==> src/rtl/io_bus_master.sv <==
// io_bus_master: core-side master for the memory-mapped IO system bus.
// Core requests are queued in a small FIFO. They are issued one at a time as
// single-cycle n2m pulses. Load data is extracted from the returned bus line,
// and each request gets one tagged response, returned in request order.
// Optional feature: define IO_BUS_MASTER_TIMEOUT_EN to bound the read wait to
// TIMEOUT_CYCLES cycles; a timed-out read returns resp_error=1.
module io_bus_master #(
    parameter int ADDRESS_WIDTH  = 32,
    parameter int DATA_WIDTH     = 32,
    parameter int BUS_WIDTH      = 512,
    parameter int FIFO_DEPTH     = 4,
    parameter int TAG_WIDTH      = 6,
    parameter int TIMEOUT_CYCLES = 1024
) (
    input  logic                     clk,
    input  logic                     reset,
    input  logic                     req_valid,
    output logic                     req_ready,
    input  logic                     req_is_write,
    input  logic [ADDRESS_WIDTH-1:0] req_address,
    input  logic [DATA_WIDTH-1:0]    req_data,
    input  logic [TAG_WIDTH-1:0]     req_tag,
    output logic                     resp_valid,
    input  logic                     resp_ready,
    output logic [TAG_WIDTH-1:0]     resp_tag,
    output logic                     resp_is_write,
    output logic [DATA_WIDTH-1:0]    resp_data,
    output logic                     resp_error,
    output logic [ADDRESS_WIDTH-1:0] n2m_request_address,
    output logic [BUS_WIDTH-1:0]     n2m_request_data,
    output logic                     n2m_request_read,
    output logic                     n2m_request_write,
    output logic                     mc_avail_o,
    input  logic                     m2n_request_available,
    input  logic                     m2n_response_valid,
    input  logic [ADDRESS_WIDTH-1:0] m2n_response_address,
    input  logic [BUS_WIDTH-1:0]     m2n_response_data
);
    localparam int WORDS = BUS_WIDTH / DATA_WIDTH;
    localparam int IDX_W = (WORDS > 1) ? $clog2(WORDS) : 1;
    localparam int OFS   = $clog2(DATA_WIDTH / 8);
    localparam int PTR_W = $clog2(FIFO_DEPTH);

    typedef struct packed {
        logic                     is_write;
        logic [ADDRESS_WIDTH-1:0] addr;
        logic [DATA_WIDTH-1:0]    data;
        logic [TAG_WIDTH-1:0]     tag;
    } req_t;

    typedef enum logic [1:0] {S_IDLE, S_ISSUE, S_WAIT, S_RESP} state_t;

    req_t                r_fifo [FIFO_DEPTH];
    logic [PTR_W-1:0]    r_wr_ptr, r_rd_ptr;
    logic [PTR_W:0]      r_count;
    logic                r_up;
    state_t              r_state;
    req_t                r_cur;
    logic [TAG_WIDTH-1:0]  r_resp_tag;
    logic                  r_resp_is_write;
    logic [DATA_WIDTH-1:0] r_resp_data;
    logic                  r_resp_error;

    logic w_empty, w_full, w_push, w_pop;
    req_t w_head;
    logic [IDX_W-1:0] w_idx;
    logic [WORDS-1:0][DATA_WIDTH-1:0] w_resp_words;

    assign w_empty   = (r_count == '0);
    assign w_full    = (r_count == (PTR_W+1)'(FIFO_DEPTH));
    // r_up keeps req_ready low while reset is held and for the first edge after
    assign req_ready = r_up & ~w_full;
    assign w_push    = req_valid & req_ready;
    assign w_pop     = (r_state == S_IDLE) & ~w_empty;
    assign w_head    = r_fifo[r_rd_ptr];

    assign w_idx        = r_cur.addr[OFS +: IDX_W];
    assign w_resp_words = m2n_response_data;

    assign resp_valid          = (r_state == S_RESP);
    assign resp_tag            = r_resp_tag;
    assign resp_is_write       = r_resp_is_write;
    assign resp_data           = r_resp_data;
    assign resp_error          = r_resp_error;
    assign n2m_request_address = r_cur.addr;
    assign n2m_request_data    = {WORDS{r_cur.data}};
    assign n2m_request_read    = (r_state == S_ISSUE) & m2n_request_available & ~r_cur.is_write;
    assign n2m_request_write   = (r_state == S_ISSUE) & m2n_request_available &  r_cur.is_write;
    assign mc_avail_o          = (r_state == S_WAIT);

    // The echoed response address carries nothing the master needs.
    logic w_unused_ok;
`ifdef IO_BUS_MASTER_TIMEOUT_EN
    assign w_unused_ok = ^m2n_response_address;
`else
    assign w_unused_ok = ^m2n_response_address ^ (TIMEOUT_CYCLES != 0);
`endif

    // Request queue payload; no reset needed, occupancy is tracked by r_count
    always_ff @(posedge clk) begin
        if (w_push) r_fifo[r_wr_ptr] <= '{req_is_write, req_address, req_data, req_tag};
    end

    // Queue pointers and occupancy; push and pop may coincide in one cycle
    always_ff @(posedge clk or negedge reset) begin
        if (!reset) begin
            r_wr_ptr <= '0;
            r_rd_ptr <= '0;
            r_count  <= '0;
            r_up     <= 1'b0;
        end else begin
            r_up <= 1'b1;
            if (w_push) r_wr_ptr <= r_wr_ptr + 1'b1;
            if (w_pop)  r_rd_ptr <= r_rd_ptr + 1'b1;
            case ({w_push, w_pop})
                2'b10:   r_count <= r_count + 1'b1;
                2'b01:   r_count <= r_count - 1'b1;
                default: r_count <= r_count;
            endcase
        end
    end

`ifdef IO_BUS_MASTER_TIMEOUT_EN
    localparam int CNT_W = $clog2(TIMEOUT_CYCLES + 1);
    logic [CNT_W-1:0] r_to_cnt;
`endif

    // Bus sequencer: one outstanding request, registered response fields
    always_ff @(posedge clk or negedge reset) begin
        if (!reset) begin
            r_state         <= S_IDLE;
            r_cur           <= '0;
            r_resp_tag      <= '0;
            r_resp_is_write <= 1'b0;
            r_resp_data     <= '0;
            r_resp_error    <= 1'b0;
`ifdef IO_BUS_MASTER_TIMEOUT_EN
            r_to_cnt        <= '0;
`endif
        end else begin
            case (r_state)
                S_IDLE: begin
                    if (w_pop) begin
                        if (w_head.addr[1:0] != 2'b00) begin
                            // misaligned: answer with an error, never touch the bus
                            r_resp_tag      <= w_head.tag;
                            r_resp_is_write <= w_head.is_write;
                            r_resp_data     <= '0;
                            r_resp_error    <= 1'b1;
                            r_state         <= S_RESP;
                        end else begin
                            r_cur   <= w_head;
                            r_state <= S_ISSUE;
                        end
                    end
                end
                S_ISSUE: begin
                    if (m2n_request_available) begin
                        r_resp_tag      <= r_cur.tag;
                        r_resp_is_write <= r_cur.is_write;
                        r_resp_data     <= '0;
                        r_resp_error    <= 1'b0;
                        // writes are posted; reads wait for the line
                        r_state         <= r_cur.is_write ? S_RESP : S_WAIT;
`ifdef IO_BUS_MASTER_TIMEOUT_EN
                        r_to_cnt        <= '0;
`endif
                    end
                end
                S_WAIT: begin
                    if (m2n_response_valid) begin
                        r_resp_data  <= w_resp_words[w_idx];
                        r_resp_error <= 1'b0;
                        r_state      <= S_RESP;
`ifdef IO_BUS_MASTER_TIMEOUT_EN
                    end else if (r_to_cnt == CNT_W'(TIMEOUT_CYCLES - 1)) begin
                        // last allowed wait cycle passed without data
                        r_resp_data  <= '0;
                        r_resp_error <= 1'b1;
                        r_state      <= S_RESP;
                    end else begin
                        r_to_cnt <= r_to_cnt + 1'b1;
`endif
                    end
                end
                S_RESP: begin
                    if (resp_ready) r_state <= S_IDLE;
                end
                default: r_state <= S_IDLE;
            endcase
        end
    end
endmodule
==> config.mk <==
export PLATFORM = sky130hd
export DESIGN_NAME = io_bus_master
export DESIGN_NICKNAME = d
export VERILOG_FILES = /design/src/rtl/io_bus_master.sv
export SDC_FILE = /design/constraint.sdc
export NUM_CORES = 1
export LEC_CHECK = 0
export ABC_AREA = 1
export CORE_AREA = 2 2 465 467
export CTS_CLUSTER_DIAMETER = 100
export DETAILED_ROUTE_END_ITERATION = 10
export DIE_AREA = 0 0 467 469
export RECOVER_POWER = 50
export SLEW_MARGIN = 0
export SYNTH_ARGS = -nofsm -noshare
export SYNTH_HDL_FRONTEND = slang
export SYNTH_SLANG_ARGS = --single-unit
==> constraint.sdc <==
create_clock -name clk -period 4.9 [get_ports clk]
set_clock_uncertainty 0.1 [all_clocks]
set_input_delay 0.735 -clock clk [delete_from_list [all_inputs] [get_ports clk]]
set_output_delay 0.735 -clock clk [all_outputs]
set_load 0.02 [all_outputs]
Word level (Yosys, flattened, before mapping):

Memory sizes are Yosys's and may differ from the RTL's.
Cells that the tools add are included.

* register bits: 121
* memory bits (writable): 284
* output and inout port bits: 589
* word-level logic and storage cells: 80
* memories kept: 1

Memory list
* r_fifo: depth 4, bits a word 71, rd ports 1, clocked after memory_dff 0, wr ports 1, line 53 `req_t r_fifo [FIFO_DEPTH];`

* add/sub/neg operators: 4
* order comparisons: 1
* equal/unequal tests: 11
* muxes and demuxes: 30
* bitwise logic cells: 10
* reductions and logical operators: 10

Operator list (count)
* 32-bit two-way mux: 5
* 32-bit binary-select mux with 4-bit select: 1
* 32-bit case mux with 3 select lines: 1
* 6-bit two-way mux: 3
* 6-bit case mux with 2 select lines: 1
* 1-bit two-way mux: 10
* 2-bit two-way mux: 5
* 2-bit case mux with 4 select lines: 1
* 4-bit AND reduction: 2
* 1-bit bitwise AND: 6
* 2-bit == test (second input constant): 3
* 2-bit by 1-bit inequality test with 1-bit output (second input constant): 3
* 3-bit case mux with 2 select lines: 1
* 2-bit nonzero test: 3
* 4-bit by 5-bit < comparator with 1-bit output (second input constant): 1
* 5-bit AND reduction: 1
* 2-bit by 1-bit adder with 2-bit output (second input constant): 2
* 2-bit by 1-bit == test with 1-bit output (second input constant): 2
* 2-bit inequality test (second input constant): 2
* 1-bit inverter: 4
* 3-bit by 1-bit adder with 3-bit output (second input constant): 1
* 3-bit == test (second input constant): 1
* 3-bit zero test: 1
* 1-bit case mux with 3 select lines: 1
* other kinds (5): 5

Depth between registers and ports, before layout:

* depth in word-level cells: 6
* gate-level depth with buffers: 12
* depth with buffers taken out: 10

Worst setup path before layout:

No wires, ideal clock.

* path type: reg2reg
* start: register r_count[0]
* end: memory r_fifo[0][0] in the netlist's numbering, enable pin
* setup time: 0.501 ns
* data arrival time: 4.392 ns
* required time: 4.299 ns
* slack: -0.092 ns
* stages on the path, launching flop included: 5
* period minus slack after synthesis: 4.992 ns
* cells stage by stage: dfrtp_1 -> nor2_1 -> a21boi_0 -> nand2_1 -> nor2_1

* word-level cells in the longest chain between the ends: 6

RTL lines
* from (decl): line 55 `logic [PTR_W:0] r_count;`
* from (signal assigned): line 116 `2'b10: r_count <= r_count + 1'b1;`
* from (signal assigned): line 117 `2'b01: r_count <= r_count - 1'b1;`
* from (signal assigned): line 118 `default: r_count <= r_count;`
* 3-bit == test: line 70 `assign w_full = (r_count == (PTR_W+1)'(FIFO_DEPTH));`
* 1-bit inverter: line 72 `assign req_ready = r_up & ~w_full;`
* 1-bit bitwise AND: line 72
* via req_ready: line 18 `output logic req_ready,`
* 1-bit bitwise AND: line 73 `assign w_push = req_valid & req_ready;`
* 1-bit two-way mux: line 101 `if (w_push) r_fifo[r_wr_ptr] <= '{req_is_write, req_address, req_data, req_tag};`
* 1-bit two-way mux (not written as such): line 101
* to (decl): line 53

The timed path passes the listed nets, and every way through them passes these cells.

Worst setup path after layout:

* start: register r_count[0]
* end: memory r_fifo[2][56] in the netlist's numbering, enable pin

* word-level cells in the longest chain between the ends: 6

RTL lines (line)
* 3-bit == test: 70
* 1-bit inverter: 72
* 1-bit bitwise AND: 72
* 1-bit bitwise AND: 73
* 1-bit two-way mux: 101
* 1-bit two-way mux (not written as such): 101

No other way between the ends.

==> impl_metrics.ini <==
[timing]
slew-limit-headroom = -0.744
fmax_ghz = 0.250
hold_ws_ns = 0.366
slew_violations = 377
fin_crit_sh = 0.816
finalHoldViolCount = 0
fin_crit_ns = 4.00
worstMarginPinSlew_ns = 2.61
finalSetupViolations = 0
rsz0062_at_grt = false
tns_ns = 0

[synth]
syn_area_sq_mm = 0.0258
synthCells = 3341
ys_types = 32
syn_nets = 3972
ys_warn_count = 0
syn_area_per_cell_sq_um = 7.74
yosysSeqAreaShare = 0.447
synth_seq_cells = 405

[setup_path]
cp_top_family = simple AND/OR/NAND/NOR gates
critPathKind = reg -> reg
cpPeakStageDelay_ns = 2.00
crit_fanout = 24
crit_top_cell = nor2_1
slowest_stage = nor2_1
path_cells = nor2_1, a21boi_0, nand2_1, nor2_1, buf_4
cp-start-kind = register
cp.buffers_inverters = 1
crit_path_end_kind = register
critPathRequiredTime_ns = 5.09
worstPathArrival_ns = 4.18

[floorplanning]
coreArea_sq_mm = 0.214
die_area_sq_mm = 0.219
die_h_microns = 469
io_pins = 1210
initial_core_util = 0.121
rows = 170
dieWidth_microns = 467

[global_route]
grt_pass1_wl_microns = 176000
grt_pass1_vias = 22198
grt_util_all_layers = 0.115
antenna_found_initial = 88
grt_overflow = 0
grt_max_degree = 160

[clock_tree]
ctsHoldBuffers = 0
cts_sinks = 405
cts.clk_slew.worst_paths_ns = 0.06
cts_buffers = 47
clockBufferDepth = 3
root_buffer = clkbuf_16
h-tree-depth = 2
post_cts_buffers = 0
clk_latency_ns = 0.64
post_cts_resized = 0
cts_tree = done

[cells_and_area]
nets = 4531
final_util = 0.180
drive_gt1_frac = 0.0363
final_cell_mix = clkdlybuf4s50_1, nand2_1, nand3_1
multi_input_area_sq_mm = 0.00782
layout_commonest_cell = clkdlybuf4s50_1
fill_cells = 23876
seq_area_sq_mm = 0.0116
design_area_sq_mm = 0.0384
area_growth_pct = 48.7

[routing]
drt-vias-per-instance = 3.46
vias = 23562
wl_microns = 136000
ant_nets = 0
drc = 0
drt_iter0_drc = 1505
routedWlPerCell_microns = 20.0
dr.pass1.iters = 5

[power]
leakage_nw = 16.1
p_per_area_mw_per_mm2 = 624
ir_drop_v = 0.000437
power_w = 0.0240

[place]
io_buffers = 1177
placed_area_sq_mm = 0.0368
hpwl_microns = 105000
gp_congestion = 0.882

[flow_run]
drv_cap = 8

[status]
status = complete, but fails checks
violations = max-capacitance violations, max-slew violations

[worst_hold_path]
hp-class = reg -> reg
==> cells in the mapped netlist <==
cell         n  share of area
nor3_1       1        0.00019
dfrtp_1    121           0.12
a21oi_1      4        0.00077
buf_4      548           0.16
inv_1      411          0.060
conb_1       1        0.00015
or2_1        1        0.00024
nand3_2      3         0.0012
nand3_1    413          0.080
nand2_1   1011           0.15
a21boi_0     1        0.00029
nor2_4       2        0.00087
inv_4        1        0.00024
nand2_4      1        0.00044
o21ai_0    141          0.027
inv_2        5        0.00073
edfxtp_1   284           0.33
nand3b_1     1        0.00029
buf_6        6         0.0026
xor2_1       4         0.0014
xnor2_1      1        0.00034
mux2_2       1        0.00044
or2_2        1        0.00024
buf_2       85          0.016
ha_1         9         0.0044
fa_1         1        0.00077
buf_1       19         0.0028
clkbuf_1    59         0.0086
o22ai_1     62          0.015
nor2_1     135          0.020
o21ai_1      7         0.0014
nand3_4      1        0.00068
==> layout make-up <==
| cell class | instances | area share |
|---|---|---|
| clock buffers | 60 | 0.0329 |
| diodes | 27 | 0.00176 |
| inverters | 417 | 0.0412 |
| flip-flops and latches | 405 | 0.301 |
| clock inverters | 28 | 0.0108 |
| repair buffers | 1227 | 0.317 |
| multi-input cells | 1802 | 0.203 |
| well taps | 2838 | 0.0924 |
==> through the flow <==
stage	setup WS [ns]	std cells
global route	0.629	6794
floorplan	-0.0924	3341
finish	0.903	6804
CTS	1.38	6777
global placement	1.60	6689
detailed placement	1.61	6689
==> path summary, 6_finish.rpt <==
| check | start | end | slack [ns] | depth (start not counted) |
|---|---|---|---|---|
| worst min-delay path | n2m_request_address[1]$_DFFE_PN0P_ | n2m_request_address[1]$_DFFE_PN0P_ | 0.37 | 2 |
| worst min register to register | n2m_request_address[1]$_DFFE_PN0P_ | n2m_request_address[1]$_DFFE_PN0P_ | 0.37 | 2 |
| min in group asynchronous | reset | n2m_request_data[30]$_DFFE_PN0P_ | 0.69 | 1 |
| worst max register to register | r_count[0]$_DFFE_PN0P_ | r_fifo[2][56]$_DFFE_PP_ | 0.90 | 5 |
| max in group asynchronous | reset | resp_data[19]$_DFFE_PN0P_ | 1.34 | 2 |
| worst max-delay path | r_count[0]$_DFFE_PN0P_ | r_fifo[2][56]$_DFFE_PP_ | 0.90 | 5 |
==> logic make-up after synthesis <==
family                   after synthesis  share of synthesized area
adder cells (fa/ha/maj)               10                    0.00513
XOR/XNOR                               5                    0.00169
flip-flops                           405                      0.447
AO/OA/AOI/OAI                        215                     0.0447
AND/OR/NAND/NOR                     1570                      0.251
multiplexers                           1                   0.000436
buffers and inverters               1134                      0.250
other                                  1                   0.000145
==> sequential cells by signal (all words and copies together), names as in the netlist, 3 cells and up <==
register,count
n2m_request_address,32
n2m_request_data,32
r_count,3
r_cur,7
r_fifo,284
resp_data,32
resp_tag,6
==> power breakdown <==
group	leakage, nW	switching (W)	total [W]	internal, W
registers	4.11	0.000964	0.00532	0.00436
clock network	0.811	0.00152	0.00375	0.00223
logic	11.1	0.00937	0.0149	0.00555
==> routing by layer <==
layer	GRT usage	vias up	share of wire
met3	0.0458	212	0.11
met5	0	-	0.0033
met1	0.147	11053	0.42
li1	-	11100	-
met4	0.0309	70	0.025
met2	0.180	1127	0.44
==> worst min-delay path, cell delays in order, from the launching register on <==
cell     delay (ns)
dfrtp_1        0.34
nand2_1        0.05
inv_1          0.04
Power figures use the tool's default switching activity.
